`config.mk`:
```
export PLATFORM = sky130hd
export DESIGN_NAME = pes_elevator_dispatcher_flat
export DESIGN_NICKNAME = d
export VERILOG_FILES = /design/src/rtl/pes_elevator_dispatcher_if.sv /design/src/rtl/pes_elevator_dispatcher.sv /design/src/flat_wrapper.sv
export SDC_FILE = /design/constraint.sdc
export NUM_CORES = 1
export LEC_CHECK = 0
export CAP_MARGIN = 20
export CORE_UTILIZATION = 45
export CTS_CLUSTER_DIAMETER = 40
export DETAILED_ROUTE_END_ITERATION = 12
export DONT_BUFFER_PORTS = 1
export PLACE_DENSITY_LB_ADDON = 0.2
export SLEW_MARGIN = 0
export SYNTH_ARGS = -nofsm -noshare
export SYNTH_HDL_FRONTEND = slang
export SYNTH_SLANG_ARGS = --single-unit
export TNS_END_PERCENT = 100
```
`constraint.sdc`:
```
create_clock -name clk -period 2.4 [get_ports clk]
set_input_delay 0.24 -clock clk [delete_from_list [all_inputs] [get_ports clk]]
set_output_delay 0.24 -clock clk [all_outputs]
set_load 0.02 [all_outputs]
```
`src/rtl/pes_elevator_dispatcher_if.sv`:
```
// Request-side bundle between the call dispatcher and the car controller.
// The master is the dispatcher. The slave is the controller/button side that
// supplies calls, the car position and the completion handshake.
interface pes_elevator_dispatcher_if #(
  parameter int FLOORS = 8
);
  logic [FLOORS-1:0] call_btn;
  logic [FLOORS-1:0] car_floor;
  logic              complete;
  logic              hold;
  logic [FLOORS-1:0] request_floor;
  logic              req_valid;
  logic              dir;
  logic [FLOORS-1:0] pending;
  logic              busy;
  logic              timeout_alert;
  logic              floor_error;

  modport master (
    input  call_btn, car_floor, complete, hold,
    output request_floor, req_valid, dir, pending, busy, timeout_alert, floor_error
  );

  modport slave (
    output call_btn, car_floor, complete, hold,
    input  request_floor, req_valid, dir, pending, busy, timeout_alert, floor_error
  );
endinterface

```
`src/rtl/pes_elevator_dispatcher.sv`:
```
// SCAN call dispatcher. It latches button presses into a pending set and picks
// the next floor, keeping the current direction where possible. It issues the
// floor as a held one-hot request until the car reports completion, then waits
// out a door-dwell interval. A request that is never completed is abandoned
// after a timeout and re-selected later.
module pes_elevator_dispatcher #(
  parameter int FLOORS         = 8,
  parameter int DWELL_CYCLES   = 4,
  parameter int TIMEOUT_CYCLES = 64
) (
  input  logic                      clk,
  input  logic                      reset,
  pes_elevator_dispatcher_if.master bus
);

  localparam int IDXW = (FLOORS > 1) ? $clog2(FLOORS) : 1;
  localparam int CNTW = $clog2(TIMEOUT_CYCLES + 1);

  typedef enum logic [1:0] {
    S_IDLE      = 2'd0,
    S_WAIT_DONE = 2'd1,
    S_DWELL     = 2'd2
  } state_t;

  state_t            r_state;
  logic [CNTW-1:0]   r_cnt;
  logic [FLOORS-1:0] r_pending;
  logic [FLOORS-1:0] r_request_floor;
  logic              r_req_valid;
  logic              r_dir;
  logic              r_busy;
  logic              r_timeout_alert;
  logic              r_floor_error;

  logic              w_onehot;
  logic [IDXW-1:0]   w_cur_idx;
  logic [FLOORS-1:0] w_above_mask;
  logic [FLOORS-1:0] w_below_mask;
  logic              w_above_found;
  logic [IDXW-1:0]   w_above_idx;
  logic              w_below_found;
  logic [IDXW-1:0]   w_below_idx;
  logic [IDXW-1:0]   w_sel_idx;
  logic              w_sel_dir;
  logic              w_dispatch;
  logic              w_done;
  logic [FLOORS-1:0] w_clr;

  // Exactly one bit set: non-zero and clearing the lowest set bit leaves zero.
  assign w_onehot = (bus.car_floor != '0) &&
                    ((bus.car_floor & (bus.car_floor - FLOORS'(1))) == '0);

  // Encode the car position into an index (meaningful only when one-hot).
  always_comb begin
    w_cur_idx = '0;
    for (int i = 0; i < FLOORS; i++) begin
      if (bus.car_floor[i]) w_cur_idx = IDXW'(i);
    end
  end

  // Split outstanding calls into those strictly above and strictly below the car.
  genvar gi;
  generate
    for (gi = 0; gi < FLOORS; gi++) begin : g_split
      assign w_above_mask[gi] = r_pending[gi] && (gi > int'(w_cur_idx));
      assign w_below_mask[gi] = r_pending[gi] && (gi < int'(w_cur_idx));
    end
  endgenerate

  // Nearest call above (lowest index) and nearest call below (highest index).
  always_comb begin
    w_above_found = 1'b0;
    w_above_idx   = '0;
    for (int i = FLOORS - 1; i >= 0; i--) begin
      if (w_above_mask[i]) begin
        w_above_found = 1'b1;
        w_above_idx   = IDXW'(i);
      end
    end
    w_below_found = 1'b0;
    w_below_idx   = '0;
    for (int i = 0; i < FLOORS; i++) begin
      if (w_below_mask[i]) begin
        w_below_found = 1'b1;
        w_below_idx   = IDXW'(i);
      end
    end
  end

  // SCAN choice: serve the current floor, else keep going, else reverse.
  always_comb begin
    w_sel_idx = w_cur_idx;
    w_sel_dir = r_dir;
    if (r_pending[w_cur_idx]) begin
      w_sel_idx = w_cur_idx;
    end else if (r_dir) begin
      if (w_above_found) begin
        w_sel_idx = w_above_idx;
      end else begin
        w_sel_idx = w_below_idx;
        w_sel_dir = 1'b0;
      end
    end else begin
      if (w_below_found) begin
        w_sel_idx = w_below_idx;
      end else begin
        w_sel_idx = w_above_idx;
        w_sel_dir = 1'b1;
      end
    end
  end

  assign w_dispatch = (r_state == S_IDLE) && (r_pending != '0) && !bus.hold && w_onehot;
  assign w_done     = (r_state == S_WAIT_DONE) && bus.complete;
  // The served floor is masked in the completion cycle, so a simultaneous press there is dropped.
  assign w_clr      = w_done ? r_request_floor : '0;

  // Accumulate calls and flag a malformed car position one cycle later.
  always_ff @(posedge clk or negedge reset) begin
    if (!reset) begin
      r_pending     <= '0;
      r_floor_error <= 1'b0;
    end else begin
      r_pending     <= (r_pending | bus.call_btn) & ~w_clr;
      r_floor_error <= !w_onehot;
    end
  end

  // Dispatch FSM: issue, wait for completion or timeout, then door dwell.
  always_ff @(posedge clk or negedge reset) begin
    if (!reset) begin
      r_state         <= S_IDLE;
      r_cnt           <= '0;
      r_request_floor <= '0;
      r_req_valid     <= 1'b0;
      r_dir           <= 1'b1;
      r_busy          <= 1'b0;
      r_timeout_alert <= 1'b0;
    end else begin
      case (r_state)
        S_IDLE: begin
          if (w_dispatch) begin
            r_request_floor <= FLOORS'(1) << w_sel_idx;
            r_req_valid     <= 1'b1;
            r_dir           <= w_sel_dir;
            r_busy          <= 1'b1;
            r_cnt           <= '0;
            r_state         <= S_WAIT_DONE;
          end
        end
        S_WAIT_DONE: begin
          if (bus.complete) begin
            r_request_floor <= '0;
            r_req_valid     <= 1'b0;
            r_cnt           <= '0;
            r_state         <= S_DWELL;
          end else if (r_cnt == CNTW'(TIMEOUT_CYCLES - 1)) begin
            // Abandon the request; its pending bit stays set for re-selection.
            r_request_floor <= '0;
            r_req_valid     <= 1'b0;
            r_timeout_alert <= 1'b1;
            r_busy          <= 1'b0;
            r_cnt           <= '0;
            r_state         <= S_IDLE;
          end else if (r_cnt != '1) begin
            r_cnt <= r_cnt + CNTW'(1);
          end
        end
        S_DWELL: begin
          if (r_cnt >= CNTW'(DWELL_CYCLES - 1)) begin
            r_busy  <= 1'b0;
            r_cnt   <= '0;
            r_state <= S_IDLE;
          end else if (r_cnt != '1) begin
            r_cnt <= r_cnt + CNTW'(1);
          end
        end
        default: begin
          r_busy  <= 1'b0;
          r_cnt   <= '0;
          r_state <= S_IDLE;
        end
      endcase
    end
  end

  assign bus.pending       = r_pending;
  assign bus.request_floor = r_request_floor;
  assign bus.req_valid     = r_req_valid;
  assign bus.dir           = r_dir;
  assign bus.busy          = r_busy;
  assign bus.timeout_alert = r_timeout_alert;
  assign bus.floor_error   = r_floor_error;

endmodule

```
`src/flat_wrapper.sv`:
```
// flat-port wrapper written by rule: the top's interface ports become plain ports
module pes_elevator_dispatcher_flat 
#(
  parameter int FLOORS         = 8,
  parameter int DWELL_CYCLES   = 4,
  parameter int TIMEOUT_CYCLES = 64
)
  (clk, reset, bus_call_btn, bus_car_floor, bus_complete, bus_hold, bus_request_floor, bus_req_valid, bus_dir, bus_pending, bus_busy, bus_timeout_alert, bus_floor_error);
  pes_elevator_dispatcher_if #(.FLOORS(FLOORS)) bus_i ();
  input  logic clk;
  input  logic reset;
  input wire logic [$bits(bus_i.call_btn)-1:0] bus_call_btn;
  input wire logic [$bits(bus_i.car_floor)-1:0] bus_car_floor;
  input wire logic [$bits(bus_i.complete)-1:0] bus_complete;
  input wire logic [$bits(bus_i.hold)-1:0] bus_hold;
  output wire logic [$bits(bus_i.request_floor)-1:0] bus_request_floor;
  output wire logic [$bits(bus_i.req_valid)-1:0] bus_req_valid;
  output wire logic [$bits(bus_i.dir)-1:0] bus_dir;
  output wire logic [$bits(bus_i.pending)-1:0] bus_pending;
  output wire logic [$bits(bus_i.busy)-1:0] bus_busy;
  output wire logic [$bits(bus_i.timeout_alert)-1:0] bus_timeout_alert;
  output wire logic [$bits(bus_i.floor_error)-1:0] bus_floor_error;
  assign bus_i.call_btn = bus_call_btn;
  assign bus_i.car_floor = bus_car_floor;
  assign bus_i.complete = bus_complete;
  assign bus_i.hold = bus_hold;
  assign bus_request_floor = bus_i.request_floor;
  assign bus_req_valid = bus_i.req_valid;
  assign bus_dir = bus_i.dir;
  assign bus_pending = bus_i.pending;
  assign bus_busy = bus_i.busy;
  assign bus_timeout_alert = bus_i.timeout_alert;
  assign bus_floor_error = bus_i.floor_error;
  pes_elevator_dispatcher #(.FLOORS(FLOORS), .DWELL_CYCLES(DWELL_CYCLES), .TIMEOUT_CYCLES(TIMEOUT_CYCLES)) u_core (.clk(clk), .reset(reset), .bus(bus_i));
endmodule
```
# Yosys cells after proc, flatten, opt, wreduce, memory -nomap -nowiden
# Cells that the tools add are included.
[word_totals]
register_bits = 30
in_bits = 20
out_inout_bits = 21
elab_cells = 140
[op_classes]
addsub = 2
n_lt_le_gt_ge = 16
n_eq_ne = 9
shift = 1
mux = 66
bitwise = 6
n_reduce_logical = 31
[op_table]
columns = ["cell", "n"]
rows = [
  ["3-bit 2-to-1 mux", 20],
  ["7-bit 2-to-1 mux", 5],
  ["8-bit 2-to-1 mux", 4],
  ["1-bit 2-to-1 mux", 25],
  ["7-bit case mux with 3 select lines", 1],
  ["1-bit logical AND", 19],
  ["8-bit bitwise AND", 2],
  ["8-bit case mux with 2 select lines", 1],
  ["8-bit nonzero test", 2],
  ["3-bit greater-than comparator (first input constant)", 4],
  ["2-bit 2-to-1 mux", 6],
  ["3-bit AND reduction", 4],
  ["3-bit less-than comparator (first input constant)", 3],
  ["8-bit zero test", 1],
  ["8-bit inverter", 1],
  ["8-bit OR", 1],
  ["1-bit by 3-bit << shifter with 8-bit output (first input constant)", 1],
  ["8-bit by 1-bit subtractor with 8-bit output (second input constant)", 1],
  ["7-bit by 1-bit adder with 7-bit output (second input constant)", 1],
  ["7-bit by 6-bit == test with 1-bit output (second input constant)", 1],
  ["7-bit by 2-bit greater-or-equal comparator with 1-bit output (second input constant)", 1],
  ["7-bit != test (second input constant)", 1],
  ["2-bit by 3-bit greater-than comparator with 1-bit output (first input constant)", 2],
  ["1-bit by 3-bit less-than comparator with 1-bit output (first input constant)", 2],
  ["other kinds (17)", 22],
]

# Longest topological paths before layout
# Gate-level depths: netlist (run 1).
[logic_depth]
depth_word = 22
mapped_depth = 9
ltp_nobuf = 8

# Worst setup path after synthesis (run 1)
# OpenSTA, ideal clock, no wires.
[synth_path]
kind = "input to register"
start = "input port bus_car_floor[4]"
end = "register u_core.r_request_floor[4] (netlist: u_core.bus.request_floor[4])"
setup_time_ns = 0.096
t_arrival_ns = 2.290
path_slack_ns = 0.014
stages = 8
path_buffers = 1
path_cell_list = "buf_6 > or4_4 > or3_1 > a221oi_2 > nand2b_1 > a21o_1 > a31o_1 > o31ai_1"
[synth_via]
elab_chain_cells = 19
elab_cells_between_ends = 76
cone_classes = "add/sub (1); order compare (14); eq/ne (1); shift (1); mux (39); bitwise (1); reduce/logical (19)"
[synth_rtl]
columns = ["element", "line_no", "source"]
rows = [
  ["start, declared", "flat_wrapper.sv:13", "input wire logic [$bits(bus_i.car_floor)-1:0] bus_car_floor;"],
  ["3-bit 2-to-1 mux (4 in a row)", "pes_elevator_dispatcher.sv:57", "if (bus.car_floor[i]) w_cur_idx = IDXW'(i);"],
  ["3-bit greater-than comparator or 1-bit by 3-bit less-than comparator with 1-bit output (tied branches)", "pes_elevator_dispatcher.sv:65, pes_elevator_dispatcher.sv:66", ""],
  ["1-bit logical AND, on equally long branches", "pes_elevator_dispatcher.sv:65, pes_elevator_dispatcher.sv:66", ""],
  ["3-bit 2-to-1 mux, or another cell as far along (7 in a row)", "pes_elevator_dispatcher.sv:75", "if (w_above_mask[i]) begin"],
  ["3-bit 2-to-1 mux, on equally long branches", "pes_elevator_dispatcher.sv:104, pes_elevator_dispatcher.sv:97", ""],
  ["3-bit 2-to-1 mux", "pes_elevator_dispatcher.sv:96", "end else if (r_dir) begin"],
  ["3-bit 2-to-1 mux", "pes_elevator_dispatcher.sv:94", "if (r_pending[w_cur_idx]) begin"],
  ["1-bit by 3-bit << shifter with 8-bit output", "pes_elevator_dispatcher.sv:143", "r_request_floor <= FLOORS'(1) << w_sel_idx;"],
  ["8-bit 2-to-1 mux", "pes_elevator_dispatcher.sv:142", "if (w_dispatch) begin"],
  ["8-bit case mux with 2 select lines", "pes_elevator_dispatcher.sv:140", "case (r_state)"],
  ["end signal, assigned", "pes_elevator_dispatcher.sv:143", ""],
  ["end, declared", "pes_elevator_dispatcher.sv:28", "logic [FLOORS-1:0] r_request_floor;"],
]
# Parallel ways exist; a longest one is shown, timed or not. The select of a mux whose other input is x is not followed.
# A chain may end at the register's enable or synchronous reset.

# Worst setup path after layout (run 1)
[layout_path]
start = "register u_core.r_pending[5] (netlist: u_core.bus.pending[5])"
end = "register u_core.r_request_floor[3] (netlist: u_core.bus.request_floor[3])"
[layout_via]
elab_chain_cells = 12
elab_cells_between_ends = 31
cone_classes = "eq/ne (1); shift (1); mux (22); reduce/logical (7)"
[layout_rtl]
columns = ["element", "line_no", "source"]
rows = [
  ["start, declared", "pes_elevator_dispatcher.sv:27", "logic [FLOORS-1:0] r_pending;"],
  ["start signal, assigned", "pes_elevator_dispatcher.sv:124", "r_pending <= (r_pending | bus.call_btn) & ~w_clr;"],
  ["1-bit logical AND", "pes_elevator_dispatcher.sv:65", "assign w_above_mask[gi] = r_pending[gi] && (gi > int'(w_cur_idx));"],
  ["3-bit 2-to-1 mux or 1-bit 2-to-1 mux (tied branches) (5 in a row)", "pes_elevator_dispatcher.sv:75", ""],
  ["3-bit 2-to-1 mux, on equally long branches", "pes_elevator_dispatcher.sv:104, pes_elevator_dispatcher.sv:97", ""],
  ["3-bit 2-to-1 mux", "pes_elevator_dispatcher.sv:96", ""],
  ["3-bit 2-to-1 mux", "pes_elevator_dispatcher.sv:94", ""],
  ["1-bit by 3-bit << shifter with 8-bit output", "pes_elevator_dispatcher.sv:143", ""],
  ["8-bit 2-to-1 mux", "pes_elevator_dispatcher.sv:142", ""],
  ["8-bit case mux with 2 select lines", "pes_elevator_dispatcher.sv:140", ""],
]
# Parallel ways exist; a longest one is shown, timed or not. The select of a mux whose other input is x is not followed.

==> results of run 1 <==
==> metrics by stage <==
| step | area [um^2] | util | hold slack (ns) | setup WS, ns |
|---|---|---|---|---|
| after floorplan | 2020 | - | -0.0556 | 0.0139 |
| after global placement | 2190 | 0.530 | -0.0551 | 0.0111 |
| after detailed placement | 2190 | 0.530 | -0.0551 | -0.0330 |
| after CTS | 2340 | 0.565 | 0.105 | 0.103 |
| after global routing | 2350 | 0.568 | 0.0996 | 0.0456 |
| final | 2350 | 0.568 | 0.110 | 0.166 |
==> layout make-up <==
type	count	share of cell area
flip-flops and latches	30	0.319
repair buffers	23	0.0797
inverters	10	0.0159
clock buffers	7	0.0367
well taps	50	0.0266
clock inverters	1	0.0128
multi-input cells	187	0.509
==> Yosys cell counts, drive strengths merged (3+ instances only) <==
| master | instances |
|---|---|
| a21o | 4 |
| a21oi | 15 |
| a31oi | 4 |
| a32o | 3 |
| and2 | 3 |
| clkbuf | 8 |
| dfrtp | 29 |
| ha | 4 |
| inv | 10 |
| nand2 | 9 |
| nand2b | 4 |
| nand3 | 12 |
| nor2 | 21 |
| nor2b | 4 |
| nor3 | 8 |
| nor3b | 3 |
| nor4 | 3 |
| o21ai | 28 |
| o21bai | 4 |
| o22a | 3 |
| o31ai | 12 |
| or2 | 3 |
| or3 | 4 |
| or4 | 4 |
==> report_power, final <==
part           switching (mW)  leakage (nW)  total [mW]  internal, mW
combinational           0.220         0.494       0.353         0.133
clock                   0.191        0.0585       0.529         0.338
sequential             0.0517         0.368       0.587         0.535
total                   0.462         0.920        1.47          1.01
==> per-layer routing <==
| layer | track usage | routed length, um | vias to the layer above |
|---|---|---|---|
| met2 | 0.409 | 2590 | 101 |
| met1 | 0.341 | 2530 | 911 |
| met3 | 0.0576 | 506 | 9 |
| met4 | 0.0842 | 85 | 0 |
| met5 | 0 | 0 | - |
| li1 | - | - | 941 |
==> worst max-delay path, stage by stage (launching register included) <==
cell and delay [ns]:
dfrtp_1 0.51, a21oi_1 0.06, o21ai_0 0.32, a221oi_2 0.09, o2111a_1 0.25, a211o_1 0.30
a211o_1 0.36, o31ai_1 0.24
==> kinds of logic (layout without fill, tap and decap cells) <==
group | after synthesis | after routing | share of synthesized area
simple gates | 87 | 87 | 0.238
fa+ha+maj | 4 | 4 | 0.0248
flops | 30 | 30 | 0.373
buf+inv | 19 | 41 | 0.0391
compound gates | 92 | 92 | 0.304
mux | 4 | 4 | 0.0211
==> timing repair <==
item                                   CTS  global route
gates resized for setup                  0             3
endpoints found under the hold margin   30             0
setup endpoints to repair                0             7
hold buffers                             2             0
==> state kept, by name, summed over array words and instances, names as in the netlist <==
register                  cells
u_core.bus.busy               1
u_core.bus.dir                1
u_core.bus.floor_error        1
u_core.bus.pending            8
u_core.bus.req_valid          1
u_core.bus.request_floor      8
u_core.bus.timeout_alert      1
u_core.r_cnt                  7
u_core.r_state                2
==> worst paths after layout <==
kind | from | end | slack, ns | cells past startpoint
worst max-delay path | u_core.bus.pending[5]$_DFF_PN0_ | u_core.bus.request_floor[3]$_DFFE_PN0P_ | 0.17 | 7
worst min-delay path | bus_call_btn[3] | u_core.bus.pending[3]$_DFF_PN0_ | 0.11 | 2
worst max register to register | u_core.bus.pending[5]$_DFF_PN0_ | u_core.bus.request_floor[3]$_DFFE_PN0P_ | 0.17 | 7
worst min register to register | u_core.r_cnt[1]$_DFFE_PN0P_ | u_core.r_cnt[1]$_DFFE_PN0P_ | 0.54 | 1
max in group asynchronous | reset | u_core.bus.dir$_DFFE_PN1P_ | 1.76 | 2
min in group asynchronous | reset | u_core.bus.pending[4]$_DFF_PN0_ | 0.41 | 2
==> impl_metrics.tcl, run 1 <==
set metrics [dict create \
    power_density_mw_per_mm2 624 \
    multi_input_comb_area_mm2 0.00120 \
    synth_warnings 0 \
    layout_worst_path_cycle_share 0.931 \
    min_period_ns 2.23 \
    grt_max_degree 31 \
    final_cell_mix "29 x dfrtp_1, 26 x o21ai_0, 21 x buf_4, 20 x nor2_1, 15 x a21oi_1" \
    grt.overflow.total 0 \
    syn_to_final_growth_pct 16.8 \
    post_cts_buffers 0 \
    vias 1962 \
    dp.cells 298 \
    vias_per_cell 6.37 \
    slew_viol_final 0 \
    clk_latency_ns 0.28 \
    status "finished, final reports clean" \
    dieHeight_um 68.9 \
    die_width_um 68.9 \
    setup_violations 0 \
    post_drt_wl_per_cell_um 18.5 \
    cp.required_ns 2.59 \
    htreeDepth 2 \
    synth_edf_count 0 \
    port_buffers 0 \
    synth_cell_types 55 \
    cap_violations 0 \
    core-area_mm2 0.00414 \
    syn_avg_cell_area_um2 8.54 \
    hpwl_um 4220 \
    cts_tree "yes" \
    cts.clk_slew.worst_paths_ns 0.06 \
    initial_core_util 0.486 \
    max_slew.worst_pin.slew_ns 0.637 \
    max_freq_mhz 448 \
    tns_ns 0 \
    ys_seq_area_frac 0.373 \
    ant_nets 0 \
    synthCells 236 \
    cp_max_fo 7 \
    root_buffer "clkbuf_8" \
    grt_use_total 0.256 \
    critPathKind "flip-flop to flip-flop" \
    drive_above_1_share 0.163 \
    syn_nets 260 \
    antenna_cells 0 \
    syn_area_mm2 0.00202 \
    hold_class "primary input to flip-flop" \
    cts.sinks 30 \
    die-area_mm2 0.00475 \
    fin_worst_skew_ns 0.00550 \
    fin_cells 308 \
    cts_max_path_buffers 2 \
    rsz0062_at_grt "false" \
    startpoint_type "flip-flop" \
    nFillCells 396 \
    seq_area_um2 752 \
    io_pins 41 \
    yosys.area.top_type "dfrtp_1" \
    grt_pass1_wl_um 8740 \
    irDropWorstVdd_mv 0.501 \
    ys.flop_type "dfrtp_1" \
    dr.first_iter.drc_count 215 \
    ys_ff_latch 30 \
    first_pass_iters 6 \
    remaining_drc_errors 0 \
    synth_area_leaders "dfrtp_1 36%, o21ai_0 6.5%, o31ai_1 4.5%, nor2_1 3.9%, a21oi_1 3.7%" \
    finalHoldViolCount 0 \
    async_flop_share 1.00 \
    relSlewSlack 0.575 \
    antenna_found_initial 0 \
    cts_buffers 5 \
    gp_congestion 0.892 \
    layout_commonest_cell "dfrtp_1" \
    netlist.area_leader.share 0.360 \
    cp.arrival_ns 2.42 \
    total_power_mw 1.47 \
    drt-total-wl_um 5710 \
    nets 281 \
    power.leakage_nw 0.920 \
    fp-row-count 23 \
    grt_pass1_vias 1768 \
    end_kind "flip-flop" \
]
Power figures use the tool's default switching activity.
==> inputs of run 2 (changes only) <==
ABC_AREA = 1   (was default)
==> run 2 against run 1 <==
Largest cell class unchanged; sequential power increased by 28%; worst setup slack better by 0.19 ns; clock skew is 0.0019 ns lower; non-clock buffer count shrank 21.
==> impl_metrics.tcl, run 2 <==
set metrics [dict create \
    cp.required_ns 2.55 \
    hpwl_um 3610 \
    gp_congestion 0.865 \
    grt_use_met3 0.0418 \
    hold_class "primary input to flip-flop" \
    tns_ns 0 \
    crit_slowest_cell "dfrtp_1" \
    end_kind "flip-flop" \
    core-area_mm2 0.00441 \
    cp_max_fo 4 \
    layout_commonest_cell "nand2_1" \
    cap_violations 0 \
    dieHeight_um 70 \
    cts.sinks 30 \
    fp-row-count 24 \
    synth_common_cells "77 x nand2_1, 43 x inv_1, 30 x nand3_1" \
    initial_core_util 0.471 \
    top_usage_layer "met1" \
    drt-total-wl_um 4620 \
    relSlewSlack 0.709 \
    vias 1840 \
    die-area_mm2 0.00490 \
    p_comb_frac 0.338 \
    cts_buffers 5 \
    synth_cell_types 39 \
    post_cts_resized 0 \
    grt.overflow.total 0 \
    power.leakage_nw 1.16 \
    cts_max_path_buffers 2 \
    syn_nets 312 \
    ys_ff_latch 30 \
    met1_usage 0.302 \
    cp.arrival_ns 2.19 \
    netlist.area_leader.share 0.349 \
    async_flop_share 1.00 \
    status "finished, final reports clean" \
    crit_top_cell "inv_1" \
    remaining_drc_errors 0 \
    antenna_found_initial 0 \
    post_cts_buffers 0 \
    place_ws_ns 0.413 \
    cts.clk_slew.worst_paths_ns 0.07 \
    antenna_cells 0 \
    yosysMostFrequentCell "nand2_1" \
    power.share.clock 0.231 \
    max_stage_delay_ns 0.39 \
    synthCells 288 \
    post_drt_wl_per_cell_um 13.2 \
    port_buffers 0 \
    max_slew.worst_pin.slew_ns 0.437 \
    max_freq_mhz 489 \
    syn_avg_cell_area_um2 7.22 \
    final_area_mm2 0.00227 \
    min_period_ns 2.05 \
    finalHoldViolCount 0 \
    dr.first_iter.drc_count 96 \
    setup_violations 0 \
    dp.cells 340 \
    startpoint_type "flip-flop" \
    ys_seq_area_frac 0.361 \
    yosys.area.top_type "dfrtp_1" \
    slew_viol_final 0 \
    grt_use_total 0.202 \
    synth_area_leaders "dfrtp_1 35%, nand2_1 14%, inv_1 7.8%, nand3_1 7.2%, nor2_1 3.4%" \
    irDropWorstVdd_mv 0.531 \
    switching_share 0.421 \
    final_cell_mix "77 x nand2_1, 43 x inv_1, 30 x nand3_1, 29 x dfrtp_1, 19 x nor2_1" \
    vias_per_cell 5.26 \
    syn_area_mm2 0.00208 \
    crit_chain "ha_1 -> inv_1 -> nor3_2 -> inv_1 -> nor4_2 -> nor2_1 -> nor2_1 -> inv_1 -> a21oi_1 -> a221oi_1" \
    drive_above_1_share 0.188 \
    grt_pass1_wl_um 7890 \
    htreeDepth 2 \
    cts_tree "yes" \
    die_width_um 70 \
    rsz0062_at_grt "false" \
    met2_usage 0.290 \
    syn_to_final_growth_pct 8.90 \
    grt_pass1_vias 1659 \
    nets 321 \
    power_frac_seq 0.432 \
    layout_worst_path_cycle_share 0.852 \
    fin_ws_ns 0.354 \
    root_buffer "clkbuf_8" \
    p_int_mw 1.01 \
    critPathKind "flip-flop to flip-flop" \
    first_pass_iters 4 \
    fin_worst_skew_ns 0.00364 \
    io_pins 41 \
    ys.flop_type "dfrtp_1" \
    synth_edf_count 0 \
    grt_max_degree 31 \
    fin_cells 350 \
    clk_latency_ns 0.28 \
    synth_warnings 0 \
    power_density_mw_per_mm2 771 \
    net-switching-power_mw 0.735 \
    dpl_cell_area_mm2 0.00215 \
    ant_nets 0 \
]
==> run 2: worst paths after layout <==
check                                             endpoint                           from  depth (start not counted)  slack (ns)
max in group asynchronous       u_core.bus.dir$_DFFE_PN1P_                          reset                          2        1.76
setup / recovery               u_core.r_cnt[5]$_DFFE_PN0P_    u_core.r_cnt[0]$_DFFE_PN0P_                         10        0.35
hold reg to reg              u_core.r_state[1]$_DFFE_PN0P_  u_core.r_state[1]$_DFFE_PN0P_                          1        0.53
setup reg to reg               u_core.r_cnt[5]$_DFFE_PN0P_    u_core.r_cnt[0]$_DFFE_PN0P_                         10        0.35
min in group asynchronous      u_core.r_cnt[4]$_DFFE_PN0P_                          reset                          2        0.41
hold / removal             u_core.bus.pending[7]$_DFF_PN0_                bus_call_btn[7]                          2        0.09
==> run 2: metrics by stage <==
step | util | hold slack, ns | power (mW)
after floorplan | - | -0.0556 | 1.21
after global placement | 0.486 | -0.0548 | 1.34
after detailed placement | 0.486 | -0.0551 | 1.34
after CTS | 0.513 | 0.0830 | 1.76
after global routing | 0.513 | 0.0906 | 1.89
final | 0.513 | 0.0909 | 1.75
==> run 2: per-layer routing <==
metal / vias up / share of wire
met5: - / 0
met4: 0 / 0.014
met3: 7 / 0.057
met2: 48 / 0.43
met1: 839 / 0.50
li1: 946 / -
==> run 2: worst max-delay path, delay by kind of cell, from the launching register on <==
family	cells	cell delay (ns)
compound gates	2	0.39
fa+ha+maj	1	0.22
buf+inv	3	0.26
flops	1	0.39
simple gates	4	0.66
==> run 2: area by class of cell <==
cell class | count | area (um^2)
clock inverter | 3 | 21.3
clock buffer | 5 | 68.8
multi-input combinational | 204 | 1130
timing repair buffer | 2 | 30.0
sequential | 30 | 752
inverter | 54 | 203
tap | 52 | 65.1
fill | 437 | 2150
==> run 2: power by group through the flow <==
stage | Combinational (mW) | Sequential, mW | Clock [mW]
after global placement | 0.572 | 0.764 | 0
final | 0.590 | 0.754 | 0.402
after detailed placement | 0.573 | 0.763 | 0
after global routing | 0.677 | 0.772 | 0.437
after CTS | 0.588 | 0.756 | 0.416
after floorplan | 0.473 | 0.742 | 0
==> run 2: timing repair <==
item / CTS / global route
endpoints found under the setup margin: 0 / 0
hold endpoints to repair: 30 / 0
hold buffers: 2 / 0
==> run 2: cells by family (layout without fill, tap and decap cells) <==
group                      after synthesis  count (layout)  synth area share
AOI/OAI and AO/OA                       33              33             0.105
xor gates and xnor gates                 3               3            0.0126
adders and majority gates                4               4            0.0241
buffers and inverters                   54              64            0.0974
DFF                                     30              30             0.361
and+or+nand+nor                        164             164             0.400
==> inputs of run 3 (changes only) <==
MAX_ROUTING_LAYER = met4   (was default)
==> run 3 against run 2 <==
Critical endpoint is now u_core.bus.request_floor[2]$_DFFE_PN0P_; combinational power hardly changed; total power is 0.60% higher; largest power group unchanged; first-iteration DRC count is 43% higher; sequential share of layout area hardly changed; critical path depth is 1 higher; die area stayed put.
==> impl_metrics.tcl, run 3 (same netlist as run 2, synthesis figures left out) <==
set metrics [dict create \
    cap_violations 0 \
    drt-total-wl_um 4660 \
    nFillCells 448 \
    crit_slowest_cell "dfrtp_1" \
    fp-row-count 24 \
    setup_violations 0 \
    htreeDepth 2 \
    finalHoldViolCount 0 \
    cp.required_ns 2.56 \
    hp-start "bus_call_btn[7]" \
    switching_share 0.408 \
    die_width_um 70 \
    status "finished, final reports clean" \
    grt_pass1_vias 1712 \
    startpoint_type "flip-flop" \
    worstRegToRegCells 11 \
    hpwl_um 3640 \
    dpl_cell_area_mm2 0.00215 \
    cts_buffers 5 \
    core-area_mm2 0.00441 \
    holdPathEnd "u_core.bus.pending[7]$_DFF_PN0_" \
    final_area_mm2 0.00227 \
    grt_max_degree 31 \
    ant_nets 0 \
    cts.clk_slew.worst_paths_ns 0.06 \
    post_cts_resized 0 \
    clk_latency_ns 0.27 \
    holdPathStages 2 \
    relSlewSlack 0.714 \
    root_buffer "clkbuf_8" \
    post_cts_buffers 0 \
    cp_max_fo 9 \
    first_pass_iters 6 \
    hold_class "primary input to flip-flop" \
    power.share.clock 0.234 \
    cts.sinks 30 \
    cp.arrival_ns 2.19 \
    max_freq_mhz 494 \
    grt_use_total 0.211 \
    post_drt_wl_per_cell_um 13.3 \
    vias_per_cell 5.18 \
    max_slew.worst_pin.slew_ns 0.429 \
    fin_worst_skew_ns 0.00424 \
    vias 1812 \
    critPathKind "flip-flop to flip-flop" \
    net-switching-power_mw 0.717 \
    io_pins 41 \
    layout_commonest_cell "nand2_1" \
    drive_above_1_share 0.185 \
    nets 321 \
    antenna_cells 0 \
    cts_tree "yes" \
    p_int_mw 1.04 \
    dieHeight_um 70 \
    power_frac_seq 0.430 \
    initial_core_util 0.471 \
    final_cell_mix "77 x nand2_1, 43 x inv_1, 30 x nand3_1, 29 x dfrtp_1, 19 x nor2_1" \
    gp_congestion 0.879 \
    grt_pass1_wl_um 8030 \
    syn_to_final_growth_pct 8.96 \
    rsz0062_at_grt "false" \
    irDropWorstVdd_mv 0.442 \
    layout_worst_path_cycle_share 0.844 \
    r2r_slack_ns 0.38 \
    cts_max_path_buffers 2 \
    p_comb_frac 0.336 \
    r2r-end "u_core.bus.request_floor[2]$_DFFE_PN0P_" \
    end_kind "flip-flop" \
    dr.first_iter.drc_count 137 \
    die-area_mm2 0.00490 \
    holdBufCountCts 2 \
    tns_ns 0 \
    max_stage_delay_ns 0.38 \
    port_buffers 0 \
    antenna_found_initial 0 \
    grt.overflow.total 0 \
    r2r-start "u_core.r_state[0]$_DFFE_PN0P_" \
    power.leakage_nw 1.16 \
    min_period_ns 2.02 \
    remaining_drc_errors 0 \
    power_density_mw_per_mm2 775 \
    slew_viol_final 0 \
    crit_chain "inv_1 -> ha_1 -> inv_1 -> a211oi_1 -> nand2_2 -> nand2_4 -> inv_2 -> a211oi_2 -> inv_2 -> nand2_1 -> nand2_1" \
]
[run 3: metal layers]
metal	up-vias	track usage	routed length, um
met5	-	-	0
met4	0	0.0533	27
met3	4	0.0433	208
met2	48	0.294	1960
met1	821	0.312	2460
li1	939	-	-
[run 3: worst max-delay path by stage]
stage | to | cells past startpoint | slack, ns | startpoint
6_report | u_core.bus.request_floor[2]$_DFFE_PN0P_ | 11 | 0.38 | u_core.r_state[0]$_DFFE_PN0P_
5_1_grt | u_core.bus.busy$_DFFE_PN0P_ | 12 | 0.14 | u_core.r_cnt[0]$_DFFE_PN0P_
4_1_cts | u_core.bus.request_floor[2]$_DFFE_PN0P_ | 11 | 0.36 | u_core.r_state[0]$_DFFE_PN0P_
3_5_place_dp | u_core.bus.request_floor[2]$_DFFE_PN0P_ | 11 | 0.38 | u_core.r_state[0]$_DFFE_PN0P_
3_3_place_gp | u_core.r_cnt[5]$_DFFE_PN0P_ | 9 | 0.40 | u_core.r_state[0]$_DFFE_PN0P_
2_1_floorplan | u_core.bus.request_floor[0]$_DFFE_PN0P_ | 11 | 0.62 | u_core.r_state[0]$_DFFE_PN0P_
[run 3: area by class of cell]
cell class                 count  area [um^2]  area share
clock inverter                 1         5.00     0.00221
multi-input combinational    204         1130       0.497
timing repair buffer           2         30.0      0.0132
tap                           52         65.1      0.0287
inverter                      54          203      0.0894
sequential                    30          752       0.332
clock buffer                   7         86.3      0.0381
[run 3: critical path, delay by kind of cell (launching register included)]
family / cells / cell delay [ns]
AO/OA/AOI/OAI: 2 / 0.46
buffers and inverters: 4 / 0.41
adder cells (fa/ha/maj): 1 / 0.25
flip-flops: 1 / 0.38
AND/OR/NAND/NOR: 4 / 0.41
[run 3: stage by stage]
| step | setup slack [ns] | cells | utilization | hold WS (ns) | total power, mW |
|---|---|---|---|---|---|
| detailed placement | 0.380 | 340 | 0.486 | -0.0546 | 1.34 |
| global placement | 0.399 | 340 | 0.486 | -0.0548 | 1.34 |
| global route | 0.141 | 350 | 0.514 | 0.101 | 1.90 |
| floorplan | 0.618 | 288 | - | -0.0556 | 1.21 |
| finish | 0.375 | 350 | 0.514 | 0.0979 | 1.76 |
| CTS | 0.358 | 350 | 0.514 | 0.0891 | 1.78 |
[run 3: power groups by stage]
stage | Combinational (mW) | Clock (mW) | Sequential [mW]
3_5_place_dp | 0.576 | 0 | 0.764
3_3_place_gp | 0.572 | 0 | 0.765
4_1_cts | 0.594 | 0.427 | 0.756
2_1_floorplan | 0.473 | 0 | 0.742
6_report | 0.590 | 0.411 | 0.755
5_1_grt | 0.687 | 0.445 | 0.769
